==> config.mk <==
export PLATFORM = sky130hd
export DESIGN_NAME = alu_cmd_sequencer
export DESIGN_NICKNAME = d
export VERILOG_FILES = /design/src/rtl/alu_cmd_pkg.sv /design/src/rtl/alu_cmd_fifo.sv /design/src/rtl/alu_cmd_sequencer.sv
export SDC_FILE = /design/constraint.sdc
export NUM_CORES = 1
export LEC_CHECK = 0
export ABC_AREA = 1
export CORE_ASPECT_RATIO = 1.4
export CORE_MARGIN = 2
export CORE_UTILIZATION = 35
export DETAILED_ROUTE_END_ITERATION = 10
export HOLD_SLACK_MARGIN = 0.02
export PLACE_DENSITY = 0.55
export SYNTH_ARGS = -nofsm -noshare
export SYNTH_HDL_FRONTEND = slang
export SYNTH_HIERARCHICAL = 1
export SYNTH_SLANG_ARGS = --single-unit
==> constraint.sdc <==
create_clock -name clk -period 2.9 [get_ports clk]
set_input_delay 0.58 -clock clk [delete_from_list [all_inputs] [get_ports clk]]
set_output_delay 0.58 -clock clk [all_outputs]
set_load 0.01 [all_outputs]
==> src/rtl/alu_cmd_pkg.sv <==
// Shared types and select-field constants for the ALU command sequencer.
package alu_cmd_pkg;

    typedef enum logic [1:0] {
        IDLE  = 2'd0,
        DRIVE = 2'd1,
        RESP  = 2'd2
    } state_t;

    // Shift field, sel[5:4]
    localparam logic [1:0] SH_RIGHT = 2'b00;
    localparam logic [1:0] SH_LEFT  = 2'b11;

    // Mode bit, sel[3]
    localparam logic MODE_LOGIC = 1'b1;
    localparam logic MODE_ARITH = 1'b0;

    // Function field, sel[2:0]
    localparam logic [2:0] FN_0 = 3'd0;
    localparam logic [2:0] FN_1 = 3'd1;
    localparam logic [2:0] FN_2 = 3'd2;
    localparam logic [2:0] FN_3 = 3'd3;
    localparam logic [2:0] FN_4 = 3'd4;
    localparam logic [2:0] FN_5 = 3'd5;
    localparam logic [2:0] FN_6 = 3'd6;
    localparam logic [2:0] FN_7 = 3'd7;

    // The ALU defines only right and left shifts; the other two codes are undefined.
    function automatic logic is_bad_shift(input logic [1:0] sh);
        return (sh != SH_RIGHT) && (sh != SH_LEFT);
    endfunction

endpackage

==> src/rtl/alu_cmd_fifo.sv <==
// Synchronous command FIFO; pointers carry an extra wrap bit to tell full from empty.
module alu_cmd_fifo #(
    parameter int WIDTH = 23,
    parameter int DEPTH = 4
) (
    input  logic             i_clk,
    input  logic             i_rst,
    input  logic             i_push,
    input  logic [WIDTH-1:0] i_wdata,
    input  logic             i_pop,
    output logic [WIDTH-1:0] o_rdata,
    output logic             o_full,
    output logic             o_empty
);

    localparam int AW = $clog2(DEPTH);
    localparam logic [AW:0] PTR_ONE = {{AW{1'b0}}, 1'b1};

    logic [AW:0]      r_wptr;
    logic [AW:0]      r_rptr;
    logic [WIDTH-1:0] r_mem [DEPTH];

    assign o_empty = (r_wptr == r_rptr);
    assign o_full  = (r_wptr[AW] != r_rptr[AW]) && (r_wptr[AW-1:0] == r_rptr[AW-1:0]);
    assign o_rdata = r_mem[r_rptr[AW-1:0]];

    // Pointer update; push and pop are each gated by their own occupancy flag
    always_ff @(posedge i_clk) begin
        if (i_rst) begin
            r_wptr <= '0;
            r_rptr <= '0;
        end else begin
            if (i_push && !o_full) begin
                r_wptr <= r_wptr + PTR_ONE;
            end
            if (i_pop && !o_empty) begin
                r_rptr <= r_rptr + PTR_ONE;
            end
        end
    end

    // Storage write; contents need no reset since empty masks them
    always_ff @(posedge i_clk) begin
        if (i_push && !o_full) begin
            r_mem[r_wptr[AW-1:0]] <= i_wdata;
        end
    end

endmodule

==> src/rtl/alu_cmd_sequencer.sv <==
// Buffers ALU commands, drives them one at a time into a combinational ALU and
// returns each sampled result over a valid/ready response channel.
module alu_cmd_sequencer
    import alu_cmd_pkg::*;
#(
    parameter int SIZE  = 8,
    parameter int DEPTH = 4,
    parameter int CNT_W = 16
) (
    input  logic             clk,
    input  logic             rst,
    input  logic             cmd_valid,
    output logic             cmd_ready,
    input  logic [SIZE-1:0]  cmd_a,
    input  logic [SIZE-1:0]  cmd_b,
    input  logic             cmd_cin,
    input  logic [5:0]       cmd_sel,
    output logic [SIZE-1:0]  alu_a,
    output logic [SIZE-1:0]  alu_b,
    output logic             alu_cin,
    output logic [5:0]       alu_sel,
    input  logic [SIZE-1:0]  alu_y,
    output logic             rsp_valid,
    input  logic             rsp_ready,
    output logic [SIZE-1:0]  rsp_y,
    output logic             rsp_err,
    output logic [CNT_W-1:0] ops_done
);

    localparam int FW = 2 * SIZE + 7;

    logic            w_full;
    logic            w_empty;
    logic            w_push;
    logic            w_pop;
    logic [FW-1:0]   w_head;
    logic [SIZE-1:0] w_head_a;
    logic [SIZE-1:0] w_head_b;
    logic            w_head_cin;
    logic [5:0]      w_head_sel;
    logic            w_bad_shift;

    state_t          r_state;
    logic [SIZE-1:0] r_alu_a;
    logic [SIZE-1:0] r_alu_b;
    logic            r_alu_cin;
    logic [5:0]      r_alu_sel;
    logic            r_rsp_valid;
    logic [SIZE-1:0] r_rsp_y;
    logic            r_rsp_err;
    logic [CNT_W-1:0] r_ops_done;

    // No bypass: readiness depends only on occupancy
    assign cmd_ready = !w_full;
    assign w_push    = cmd_valid && !w_full;
    assign w_pop     = (r_state == IDLE) && !w_empty;

    assign {w_head_a, w_head_b, w_head_cin, w_head_sel} = w_head;
    assign w_bad_shift = is_bad_shift(r_alu_sel[5:4]);

    alu_cmd_fifo #(
        .WIDTH (FW),
        .DEPTH (DEPTH)
    ) u_fifo (
        .i_clk   (clk),
        .i_rst   (rst),
        .i_push  (w_push),
        .i_wdata ({cmd_a, cmd_b, cmd_cin, cmd_sel}),
        .i_pop   (w_pop),
        .o_rdata (w_head),
        .o_full  (w_full),
        .o_empty (w_empty)
    );

    // Issue FSM: pop and drive, give the ALU one settle cycle, then hold the result
    always_ff @(posedge clk) begin
        if (rst) begin
            r_state     <= IDLE;
            r_alu_a     <= '0;
            r_alu_b     <= '0;
            r_alu_cin   <= 1'b0;
            r_alu_sel   <= '0;
            r_rsp_valid <= 1'b0;
            r_rsp_y     <= '0;
            r_rsp_err   <= 1'b0;
            r_ops_done  <= '0;
        end else begin
            case (r_state)
                IDLE: begin
                    if (!w_empty) begin
                        r_alu_a   <= w_head_a;
                        r_alu_b   <= w_head_b;
                        r_alu_cin <= w_head_cin;
                        r_alu_sel <= w_head_sel;
                        r_state   <= DRIVE;
                    end
                end
                DRIVE: begin
                    // Undefined shift codes give a zeroed result flagged as an error
                    r_rsp_y     <= w_bad_shift ? '0 : alu_y;
                    r_rsp_err   <= w_bad_shift;
                    r_rsp_valid <= 1'b1;
                    r_state     <= RESP;
                end
                RESP: begin
                    if (rsp_ready) begin
                        r_rsp_valid <= 1'b0;
                        r_ops_done  <= r_ops_done + CNT_W'(1);
                        r_state     <= IDLE;
                    end
                end
                default: r_state <= IDLE;
            endcase
        end
    end

    assign alu_a     = r_alu_a;
    assign alu_b     = r_alu_b;
    assign alu_cin   = r_alu_cin;
    assign alu_sel   = r_alu_sel;
    assign rsp_valid = r_rsp_valid;
    assign rsp_y     = r_rsp_y;
    assign rsp_err   = r_rsp_err;
    assign ops_done  = r_ops_done;

endmodule

======== Word-level counts from Yosys, hierarchy flattened ========
Memory sizes are Yosys's and may differ from the RTL's. A register that Yosys moved wholly into a read port is not among the register bits.
Cells that the tools add are included.
storage, ports and cells
  register bits ........................... 34
  memory bits (writable) .................. 92
  bits of input ports ..................... 35
  output and inout bits ................... 50
  word-level logic and storage cells ...... 43
  memories kept ........................... 1
cells by class
  $add $sub $neg .......................... 3
  equal/unequal tests ..................... 8
  mux-type cells .......................... 8
  bitwise gates (word level) .............. 1
  reductions and logical operators ........ 15
memory list
  memory        depth  bits a word  rd ports  clocked after Yosys merged registers in  wr ports  RTL line            RTL
  u_fifo.r_mem  4      23           1         1                                        1         alu_cmd_fifo.sv:21  logic [WIDTH-1:0] r_mem [DEPTH];
operator list
  cell                                                 number
  adder 16 x 1 -> 16 bit, second input constant        1
  2-to-1 mux 8 bit                                     1
  AND reduction 2 bit                                  4
  adder 3 x 1 -> 3 bit, second input constant          2
  logical AND 1 bit                                    6
  != test 2 bit, second input constant                 3
  case mux 2 bit (3 select lines)                      1
  2-to-1 mux 2 bit                                     2
  nonzero test 2 bit                                   2
  equality test 3 bit                                  1
  2-to-1 mux 1 bit                                     3
  equality test 2 x 1 -> 1 bit, second input constant  1
  equality test 2 bit                                  1
  equality test 2 bit, second input constant           1
  logical NOT 1 bit                                    2
  logical NOT 2 bit                                    1
  case mux 1 bit (2 select lines)                      1
  != test 1 bit                                        1
  inverter 1 bit                                       1

======== Depth between registers and ports, before layout ========
Gate-level depths: netlist (run 1).
  depth in word-level cells ............... 7
  depth in mapped cells ................... 12
  depth with buffers taken out ............ 11

======== Hierarchy ========
The synthesis (run 1) kept the hierarchy.
by module, submodules not included
  module             times used  cells each  area an instance (um^2)  sequential area each (um^2)
  alu_cmd_fifo       1           298         3941.3                   2922.8
  alu_cmd_sequencer  1           278         2065.7                   1021.0

======== Worst setup path after synthesis (run 1) ========
OpenSTA, ideal clock, no wires.
  path kind ............................... register to register
  start point ............................. register u_fifo.r_wptr[0]
  end point ............................... memory u_fifo.r_mem[1][0] (enable)
  setup time .............................. 0.403 ns
  arrival time ............................ 2.146 ns
  required time ........................... 2.497 ns
  slack ................................... 0.351 ns
  cell stages (with the launch flop) ...... 9
  path buffers ............................ 0
  period minus slack after synthesis ...... 2.549 ns
  cell sequence ........................... dfxtp_1 > inv_1 > nand2_2 > nand2_4 > nand3_4 > inv_1 > nor2_1 > nand2_2 > nor2_1
on the way
  word-level cells in the longest chain between the ends .. 7
RTL lines
  what                                    RTL line                 RTL
  from (decl)                             alu_cmd_fifo.sv:19       logic [AW:0] r_wptr;
  from (signal assigned)                  alu_cmd_fifo.sv:34       r_wptr <= r_wptr + PTR_ONE;
  equality test 2 bit                     alu_cmd_fifo.sv:24       assign o_full = (r_wptr[AW] != r_rptr[AW]) && (r_wptr[AW-1:0] == r_rptr[AW-1:0]);
  logical AND 1 bit                       alu_cmd_fifo.sv:24
  via w_full                              alu_cmd_sequencer.sv:32  logic w_full;
  logical NOT 1 bit                       alu_cmd_sequencer.sv:55  assign w_push = cmd_valid && !w_full;
  logical AND 1 bit                       alu_cmd_sequencer.sv:55
  via w_push                              alu_cmd_sequencer.sv:34  logic w_push;
  logical AND 1 bit                       alu_cmd_fifo.sv:44       if (i_push && !o_full) begin
  2-to-1 mux 1 bit                        alu_cmd_fifo.sv:44
  2-to-1 mux 1 bit (implied by the code)  alu_cmd_fifo.sv:45       r_mem[r_wptr[AW-1:0]] <= i_wdata;
  to (decl)                               alu_cmd_fifo.sv:21
The timed path passes the listed nets, and every way through them passes these cells.

======== Worst setup path in the final report (run 1) ========
  start point ............................. register u_fifo.r_wptr[0]
  end point ............................... output cmd_ready
on the way
  word-level cells in the longest chain between the ends .. 3
RTL lines
  what                 RTL line                 RTL
  equality test 2 bit  alu_cmd_fifo.sv:24
  logical AND 1 bit    alu_cmd_fifo.sv:24
  via w_full           alu_cmd_sequencer.sv:32
  logical NOT 1 bit    alu_cmd_sequencer.sv:54  assign cmd_ready = !w_full;
  to (decl)            alu_cmd_sequencer.sv:13  output logic cmd_ready,
The timed path passes the listed nets, and every way through them passes these cells.

==> summary.md, run 1 <==
| Metric | Value |
|---|---|
| H-tree Lvls | `4` |
| Initial DRC Count | `251` |
| Crit-path leading delay family | `buffers and inverters` |
| Setup TNS | `0 ns` |
| Share of the clock period used by the worst path | `84.8%` |
| Synth Cell Area | `6010 um^2` |
| Vias in the first global route | `4337` |
| Fill cells | `1574` |
| Cell variety after synth | `31` |
| Max Freq | `407 MHz` |
| First-pass GRT wire length | `21.6 mm` |
| Worst Path Max Fanout | `9` |
| FF/Latch Area | `3940 um^2` |
| Avg Inst Size Synth | `10.4 um^2` |
| Worst slew margin | `37.4%` |
| Pin count of the biggest net entering global routing | `47` |
| Bufs on Longest Clock Path | `2` |
| Most used cell, CP | `inv_1` |
| Syn. warnings | `6` |
| CTS root buf | `clkbuf_16` |
| Chip Width | `115 um` |
| RSZ-0062 raised after global routing | `false` |
| Slowest CP cell | `clkdlybuf4s50_1` |
| Final RePlAce weighted congestion | `0.783` |
| Synthesized flop and latch total | `151` |
| Total number of vias | `4351` |
| # port buffers | `84` |
| PwrDens | `852 nW/um^2` |
| Final worst path period need | `2.46 ns` |
| Max stage delay on crit path | `0.53 ns` |
| # DRC | `0` |
| Clock latency on the worst-skew pair | `0.41 ns` |
| Worst vdd ir | `0.383 mV` |
| CTS tree | `built` |
| Final hold vios | `0` |
| Remaining Overflow, GRT | `0` |
| Cts bufs inserted | `17` |
| Post-CTS Setup Inserts | `0` |
| Final setup violation count | `0` |
| Final ANT Viol Nets | `0` |
| Num rows | `56` |
| Core area | `16800 um^2` |
| Layout cells sized above 1 | `9.73%` |
| Area Growth Syn to Fin | `27.4%` |
| Startpoint Class | `register` |
| CP Cell Sequence | `inv_1 > nand2_2 > nand2_4 > nand3_4 > inv_1 > inv_1 > clkdlybuf4s50_1` |
| WL per Instance | `15.2 um` |
| Die Ht | `159 um` |
| Maxcap violations | `0` |
| Crit path buffers/inverters | `4` |
| Hold WC Path Type | `register to register` |
| Sink Count | `151` |
| Routed WL | `13.4 mm` |
| Die area | `18200 um^2` |
| Crit path kind | `register to output port` |
| Initial Utilization | `35.7%` |
| Clock skew | `0.0111 ns` |
| Most frequent cells in the layout | `120 x nor2_1, 92 x edfxtp_1, 84 x clkdlybuf4s50_1, 60 x nand2_1, 59 x dfxtp_1` |
| TritonRoute pass-1 iters | `6` |
| Post-synthesis sequential area ratio | `65.7%` |
| Pins over their slew limit | `0` |
| Measured slew at the worst slew-check pin | `0.938 ns` |
| Cells after synthesis | `576` |
| Outcome | `finished clean` |
| Layout Utilization | `45.5%` |
| Nets | `706` |
| Hold buffers post-CTS | `0` |
| Critical Path RT | `2.32 ns` |
| Commonest non-fill, non-tap cell in the layout | `nor2_1` |
| Clock transition at path regs | `0.06 ns` |
| Leakage | `2.79 nW` |
| Crit path DAT | `1.88 ns` |
| Number of I/O pins | `85` |
| Initial antenna violation count | `0` |
| Footprint of the multi-input gates | `1750 um^2` |
| Resized cells post-CTS | `0` |
| Antenna Cells | `0` |
| Post-Syn Nets | `617` |
| Vias per cell | `4.94` |
| Worst setup EP type | `output port` |
| Total GRT Usage | `15.0%` |
| HPWL after DPL | `8.64 mm` |
## metal layers
metal  track usage (%)  up-vias  wire length, um
met5                 0        -                0
met4              6.46        0              227
met3              2.59       12              546
met2              26.0      108             6840
met1              18.2     2084             5740
li1                  -     2147                -
## path summary, 6_finish.rpt
path / startpoint / endpoint / slack (ns) / cells past startpoint
max reg2reg: u_fifo/r_wptr[0]$_SDFFE_PP0P_ / u_fifo/r_mem[3][5]$_DFFE_PP_ / 0.66 / 11
max: u_fifo/r_wptr[0]$_SDFFE_PP0P_ / cmd_ready / 0.44 / 7
min reg2reg: rsp_y[1]$_SDFFE_PP0P_ / rsp_y[1]$_SDFFE_PP0P_ / 0.47 / 2
min: rsp_y[1]$_SDFFE_PP0P_ / rsp_y[1]$_SDFFE_PP0P_ / 0.47 / 2
## cell usage after synthesis
master,count,share of area [%]
nand3_4,3,0.87
ha_1,6,1.2
edfxtp_1,92,46
buf_2,10,0.83
nand3b_1,1,0.13
a31oi_1,1,0.10
nand2_4,2,0.37
o21a_1,1,0.13
a21oi_1,26,2.2
buf_6,4,0.75
o22ai_1,23,2.4
a211oi_2,1,0.21
inv_2,3,0.19
buf_4,4,0.50
nor2_2,3,0.31
clkbuf_1,3,0.19
o21ai_0,57,4.7
a22oi_1,1,0.13
dfxtp_1,59,20
nand2_1,60,3.7
clkbuf_2,2,0.17
nand3_1,12,1.0
o21ai_1,18,1.5
inv_6,1,0.15
or2_4,1,0.15
nand4_1,7,0.73
xor2_1,1,0.15
nand2_2,6,0.62
nor2_4,3,0.56
nor2_1,123,7.7
inv_1,42,2.6
## worst min-delay path, delay by kind of cell, from the launching register on
kind	cells	cell delay, ns
flip-flops	1	0.31
AO/OA/AOI/OAI	1	0.06
AND/OR/NAND/NOR	1	0.06
## power breakdown
part	internal, mW	total [mW]	switching [mW]
Combinational	0.645	1.58	0.938
Sequential	2.55	2.72	0.169
Clock	1.37	2.22	0.847
## metrics by stage
step / hold slack (ns) / setup WS (ns) / total power, mW / cells / instance area, um^2
2_1_floorplan: 0.479 / 0.351 / 3.74 / 576 / 6010
3_3_place_gp: 0.451 / 0.512 / 4.34 / 849 / 7040
3_5_place_dp: 0.457 / 0.507 / 4.36 / 849 / 7040
4_1_cts: 0.467 / 0.422 / 6.60 / 881 / 7650
5_1_grt: 0.499 / 0.322 / 6.89 / 881 / 7650
6_report: 0.467 / 0.440 / 6.52 / 881 / 7650
## cells by family after synthesis
| group | after synthesis | share of synthesized area [%] |
|---|---|---|
| DFF | 151 | 65.7 |
| buffers and inverters | 69 | 5.39 |
| xor gates and xnor gates | 1 | 0.146 |
| and+or+nand+nor | 221 | 16.2 |
| AOI/OAI and AO/OA | 128 | 11.4 |
| adders and majority gates | 6 | 1.25 |
## flip-flops by register name, summed over array words and instances, names as in the netlist, named ones only
register       flops
r_state            2
alu_cin            1
alu_a              8
alu_sel            6
u_fifo/r_rptr      3
ops_done          16
rsp_err            1
alu_b              8
u_fifo/r_mem      92
rsp_valid          1
u_fifo/r_wptr      3
rsp_y              8
## area by class of cell
cell class              instances  area share, %
clock buffers                  24           6.90
flip-flops and latches        151           51.5
repair buffers                 93           12.0
inverters                      46           2.32
clock inverters                 8           1.10
multi-input cells             356           22.8
well taps                     203           3.32
(Power assumes the default switching activity.)
==> inputs of run 2 (changes only) <==
Settings changed: PLACE_DENSITY 0.55 to 0.57.
Clock period 2.9 ns to 2.1 ns, I/O delays scaled along.
==> summary.md, run 2 (synthesis results as in run 1) <==
| Metric | Value |
|---|---|
| Clock transition at path regs | `0.06 ns (about the same)` |
| Initial DRC Count | `249 (-0.80%)` |
| Final hold vios | `0 (unchanged)` |
| Max Freq | `509 MHz` |
| First-pass GRT wire length | `21.2 mm (-2.0%)` |
| Share of the clock period used by the worst path | `93.6%` |
| Fill cells | `1569 (-0.32%)` |
| Final worst path period need | `1.97 ns` |
| Remaining Overflow, GRT | `0 (unchanged)` |
| Antenna Cells | `0 (unchanged)` |
| Clock skew | `0.00919 ns (-0.00196 ns)` |
| CTS root buf | `clkbuf_16` |
| Outcome | `finished clean` |
| Worst vdd ir | `0.619 mV (+61%)` |
| PwrDens | `1180 nW/um^2 (+39%)` |
| Commonest non-fill, non-tap cell in the layout | `nor2_1` |
| Hold Path Depth | `2 (unchanged)` |
| Max FFs per register | `92 (unchanged)` |
| Chip Width | `115 um (unchanged)` |
| Max stage delay on crit path | `0.34 ns (-0.19 ns)` |
| Dpl ws | `0.122 ns (-0.385 ns)` |
| Vias in the first global route | `4299 (-0.88%)` |
| Slowest CP cell | `dfxtp_2` |
| Total GRT Usage | `14.9% (-0.15 points)` |
| Post-DP Area | `7140 um^2 (+1.4%)` |
| # DRC | `0 (unchanged)` |
| Crit path DAT | `1.55 ns (-0.33 ns)` |
| HPWL after DPL | `8.92 mm (+3.1%)` |
| Final RePlAce weighted congestion | `0.858 (+9.5%)` |
| Die area | `18200 um^2 (unchanged)` |
| Setup TNS | `0 ns (unchanged)` |
| Leakage | `2.82 nW (+1.1%)` |
| Maxcap violations | `0 (unchanged)` |
| Hold WC Path Type | `register to register` |
| Critical Path RT | `1.68 ns (-0.64 ns)` |
| Most frequent cells in the layout | `120 x nor2_1, 92 x edfxtp_1, 83 x clkdlybuf4s50_1, 60 x nand2_1, 57 x o21ai_0` |
| Final worst slack | `0.134 ns (-0.306 ns)` |
| Final ANT Viol Nets | `0 (unchanged)` |
| Post-route cell area | `7790 um^2 (+1.7%)` |
| RR Endpoint | `u_fifo/r_mem[3][11]$_DFFE_PP_` |
| Routed WL | `13.4 mm (+0.16%)` |
| RSZ-0062 raised after global routing | `false` |
| # port buffers | `84 (unchanged)` |
| Initial Utilization | `35.7% (unchanged)` |
| Final setup violation count | `0 (unchanged)` |
| Total number of vias | `4393 (+0.97%)` |
| Clock latency on the worst-skew pair | `0.41 ns (about the same)` |
| TritonRoute pass-1 iters | `5 (-1)` |
| Nets | `712 (+0.85%)` |
| Layout cells sized above 1 | `11.7% (+2.0 points)` |
| Bufs on Longest Clock Path | `2 (unchanged)` |
| Crit-path leading delay family | `buffers and inverters` |
| Area Growth Syn to Fin | `29.6%` |
| Hold Crit Start | `rsp_y[4]$_SDFFE_PP0P_` |
| Crit path buffers/inverters | `4 (unchanged)` |
| H-tree Lvls | `4 (unchanged)` |
| Num rows | `56 (unchanged)` |
| Pin count of the biggest net entering global routing | `47 (unchanged)` |
| Footprint of the multi-input gates | `1750 um^2 (unchanged)` |
| Placed Instances | `855 (+0.71%)` |
| CP Cell Sequence | `inv_1 > nand2_2 > nand2_4 > nand3_4 > inv_1 > inv_1 > dlygate4sd2_1` |
| Die Ht | `159 um (unchanged)` |
| Cts bufs inserted | `17 (unchanged)` |
| Vias per cell | `4.95 (+0.28%)` |
| Initial antenna violation count | `0 (unchanged)` |
| Measured slew at the worst slew-check pin | `0.619 ns (-0.319 ns)` |
| Pins over their slew limit | `0 (unchanged)` |
| WL per Instance | `15.1 um (-0.51%)` |
| Core area | `16800 um^2 (unchanged)` |
| Layout Cells excl Fill | `887 (+0.68%)` |
| Worst Path Max Fanout | `9 (unchanged)` |
| Worst slew margin | `58.7% (+21 points)` |
| Hold worst-path end | `rsp_y[4]$_SDFFE_PP0P_` |
| Startpoint Class | `register` |
| Worst setup EP type | `output port` |
| Number of I/O pins | `85 (unchanged)` |
| Reg2reg start | `u_fifo/r_wptr[1]$_SDFFE_PP0P_` |
| R2R cell count | `12 (+1)` |
| FF/Latch Area | `3950 um^2 (+0.25%)` |
| Internal reg-to-reg setup slack | `0.25 ns (-0.41 ns)` |
| Crit path kind | `register to output port` |
| CTS tree | `built` |
| Most used cell, CP | `inv_1` |
| Sink Count | `151 (unchanged)` |
[run 2: how the worst max path moves through the flow]
stage	startpoint	endpoint	slack, ns	cells past startpoint
4_1_cts	u_fifo/r_wptr[0]$_SDFFE_PP0P_	cmd_ready	0.09	7
5_1_grt	u_fifo/r_wptr[1]$_SDFFE_PP0P_	cmd_ready	0.01	7
3_3_place_gp	cmd_valid	u_fifo/r_mem[3][10]$_DFFE_PP_	0.13	9
3_5_place_dp	cmd_valid	u_fifo/r_mem[3][10]$_DFFE_PP_	0.12	9
2_1_floorplan	u_fifo/r_wptr[0]$_SDFFE_PP0P_	u_fifo/r_mem[0][0]$_DFFE_PP_	-0.1	8
6_report	u_fifo/r_wptr[1]$_SDFFE_PP0P_	cmd_ready	0.13	7
[run 2: cell type report]
class / instances / area share (%)
multi-input cells: 356 / 22.4
well taps: 203 / 3.26
clock buffers: 19 / 5.69
inverters: 46 / 2.33
repair buffers: 99 / 13.0
flip-flops and latches: 151 / 50.8
clock inverters: 13 / 2.47
[run 2: report_power, final]
| part | internal (mW) | switching, mW | leakage, nW |
|---|---|---|---|
| Clock | 2.04 | 1.20 | 0.305 |
| Sequential | 3.53 | 0.211 | 1.33 |
| Combinational | 0.912 | 1.34 | 1.19 |
[run 2: layer usage]
metal / vias up / global-route usage (%) / share of wire [%]
met4: 0 / 5.81 / 1.0
met5: - / 0 / 0
li1: 2159 / - / -
met1: 2124 / 17.2 / 41
met3: 12 / 3.01 / 3.2
met2: 98 / 26.6 / 54
[run 2: repair_timing]
item | 4_1_cts | 5_1_grt
gates resized for setup | 8 | 1
setup buffers | 0 | 0
hold buffers | 0 | 0
pin swaps | 0 | 0
endpoints found under the setup margin | 1 | 1
[run 2: tightest hold or removal path: cells and delay by family (launching register included)]
family | cells | cell delay, ns
flops | 1 | 0.31
compound gates | 1 | 0.06
simple gates | 1 | 0.06
[run 2: metrics by stage]
| stage | hold WS (ns) | util (%) | total power [mW] |
|---|---|---|---|
| 5_1_grt | 0.495 | 46.3 | 9.70 |
| 6_report | 0.470 | 46.3 | 9.22 |
| 4_1_cts | 0.471 | 46.3 | 9.31 |
| 2_1_floorplan | 0.479 | - | 5.17 |
| 3_5_place_dp | 0.462 | 42.5 | 6.05 |
| 3_3_place_gp | 0.452 | 42.5 | 6.00 |
==> inputs of run 3 (changes only) <==
Settings changed: RECOVER_POWER set to 25.
==> summary.md, run 3 (synthesis results as in run 1) <==
| Metric | Value |
|---|---|
| Outcome | `finished clean` |
| Clock power frac | `35.1% (about the same)` |
| Final worst path period need | `1.96 ns (-0.000948 ns)` |
| First-pass GRT wire length | `21.2 mm (unchanged)` |
| Sink Count | `151 (unchanged)` |
| Area Growth Syn to Fin | `29.6% (unchanged)` |
| Core area | `16800 um^2 (unchanged)` |
| CTS tree | `built` |
| Flop pwr share | `40.5% (about the same)` |
| CTS root buf | `clkbuf_16` |
| Share of the clock period used by the worst path | `93.6% (about the same)` |
| Chip Width | `115 um (unchanged)` |
| Die area | `18200 um^2 (unchanged)` |
| Final RePlAce weighted congestion | `0.858 (unchanged)` |
| Switch share | `29.8% (about the same)` |
| Dpl ws | `0.122 ns (unchanged)` |
| CP Cell Sequence | `inv_1 > nand2_2 > nand2_4 > nand3_4 > inv_1 > inv_1 > dlygate4sd2_1` |
| Num rows | `56 (unchanged)` |
| Critical Path RT | `1.68 ns (about the same)` |
| Cts bufs inserted | `17 (unchanged)` |
| Clock skew | `0.00925 ns (+0.0000583 ns)` |
| Most frequent cells in the layout | `120 x nor2_1, 92 x edfxtp_1, 64 x clkdlybuf4s50_1, 60 x nand2_1, 57 x o21ai_0` |
| Remaining Overflow, GRT | `0 (unchanged)` |
| Internal power component | `6.47 mW (-0.11%)` |
| Hold WC Path Type | `register to register` |
| PwrDens | `1180 nW/um^2 (-0.10%)` |
| Post-DP Area | `7140 um^2 (unchanged)` |
| Pin count of the biggest net entering global routing | `47 (unchanged)` |
| Number of I/O pins | `85 (unchanged)` |
| Initial DRC Count | `244 (-2.0%)` |
| Maxcap violations | `0 (unchanged)` |
| Clock transition at path regs | `0.06 ns (about the same)` |
| Most used cell, CP | `inv_1` |
| HPWL after DPL | `8.92 mm (unchanged)` |
| Vias in the first global route | `4299 (unchanged)` |
| Max stage delay on crit path | `0.34 ns (about the same)` |
| Measured slew at the worst slew-check pin | `0.622 ns (+0.00242 ns)` |
| Die Ht | `159 um (unchanged)` |
| Antenna Cells | `0 (unchanged)` |
| Bufs on Longest Clock Path | `2 (unchanged)` |
| Initial Utilization | `35.7% (unchanged)` |
| Fin Hold WS | `0.470 ns (-0.00000300 ns)` |
| Initial antenna violation count | `0 (unchanged)` |
| RSZ-0062 raised after global routing | `false` |
| Post-route cell area | `7790 um^2 (unchanged)` |
| Nets | `712 (unchanged)` |
| # port buffers | `84 (unchanged)` |
| Slowest CP cell | `dfxtp_2` |
| WL per Instance | `15.1 um (about the same)` |
| Vias per cell | `4.95 (about the same)` |
| H-tree Lvls | `4 (unchanged)` |
| Total number of vias | `4394 (+0.023%)` |
| Final ANT Viol Nets | `0 (unchanged)` |
| Commonest non-fill, non-tap cell in the layout | `nor2_1` |
| Pins over their slew limit | `0 (unchanged)` |
| Final setup violation count | `0 (unchanged)` |
| Final worst slack | `0.135 ns (+0.000948 ns)` |
| # DRC | `0 (unchanged)` |
| Max Freq | `509 MHz (about the same)` |
| Leakage | `2.83 nW (+0.18%)` |
| Routed WL | `13.4 mm (about the same)` |
| Total GRT Usage | `14.9% (unchanged)` |
| Startpoint Class | `register` |
| Worst vdd ir | `0.617 mV (-0.28%)` |
| Worst Path Max Fanout | `9 (unchanged)` |
| Logic gate share of total power | `24.3% (about the same)` |
| Crit path kind | `register to output port` |
| TritonRoute pass-1 iters | `5 (unchanged)` |
| Crit-path leading delay family | `buffers and inverters` |
| Net switching power | `2.75 mW (about the same)` |
| Final hold vios | `0 (unchanged)` |
| Max FFs per register | `92 (unchanged)` |
| Hold buffers post-CTS | `0 (unchanged)` |
| Layout cells sized above 1 | `11.7% (unchanged)` |
| Worst setup EP type | `output port` |
| Worst slew margin | `58.5% (-0.16 points)` |
| Setup TNS | `0 ns (unchanged)` |
| Total Power | `9.21 mW (-0.10%)` |
| Crit path buffers/inverters | `4 (unchanged)` |
| Crit path DAT | `1.54 ns (about the same)` |
| Clock latency on the worst-skew pair | `0.41 ns (about the same)` |
==> run 3: cell types whose count changed in the layout (fill, tap and decap cells not counted) <==
cell             change
clkdlybuf4s50_1     -19
dlygate4sd3_1       +19
==> run 3: metal layers <==
layer,up-vias,track usage (%),part of all wire (%)
li1,2160,-,-
met1,2120,17.2,41
met2,104,26.6,54
met3,10,3.01,3.2
met4,0,5.81,1.0
met5,-,0,0
==> run 3: repair_timing <==
action / 4_1_cts / 5_1_grt
setup endpoints to repair: 1 / 1
resized for setup: 8 / 1
buffers inserted: 0 / 0
==> run 3: power by group through the flow <==
| stage | Clock, mW | Combinational (mW) | Sequential, mW |
|---|---|---|---|
| floorplan | 0 | 1.34 | 3.83 |
| global placement | 0 | 2.22 | 3.78 |
| detailed placement | 0 | 2.26 | 3.79 |
| CTS | 3.30 | 2.27 | 3.74 |
| global route | 3.43 | 2.49 | 3.79 |
| finish | 3.24 | 2.24 | 3.74 |
==> run 3: area by class of cell <==
class	instances	area [um^2]
fill	1569	9030
sequential	151	3950
multi-input combinational	356	1750
timing repair buffer	99	1010
clock buffer	19	443
tap	203	254
clock inverter	13	193
inverter	46	181
==> run 3: final timing paths <==
kind         slack [ns]                     startpoint  cells past startpoint                            end
max reg2reg        0.25  u_fifo/r_wptr[1]$_SDFFE_PP0P_                     12  u_fifo/r_mem[3][11]$_DFFE_PP_
min reg2reg        0.47          rsp_y[4]$_SDFFE_PP0P_                      2          rsp_y[4]$_SDFFE_PP0P_
min                0.47          rsp_y[4]$_SDFFE_PP0P_                      2          rsp_y[4]$_SDFFE_PP0P_
max                0.14  u_fifo/r_wptr[1]$_SDFFE_PP0P_                      7                      cmd_ready
==> run 3: stage by stage <==
stage	utilization, %	cells
floorplan	-	576
global placement	42.5	855
detailed placement	42.5	855
CTS	46.3	887
global route	46.3	887
finish	46.3	887
==> run 3: worst min-delay path, stage by stage, from the launching register on <==
cell     delay (ns)
dfxtp_1        0.31
nand2_1        0.06
a21oi_1        0.06
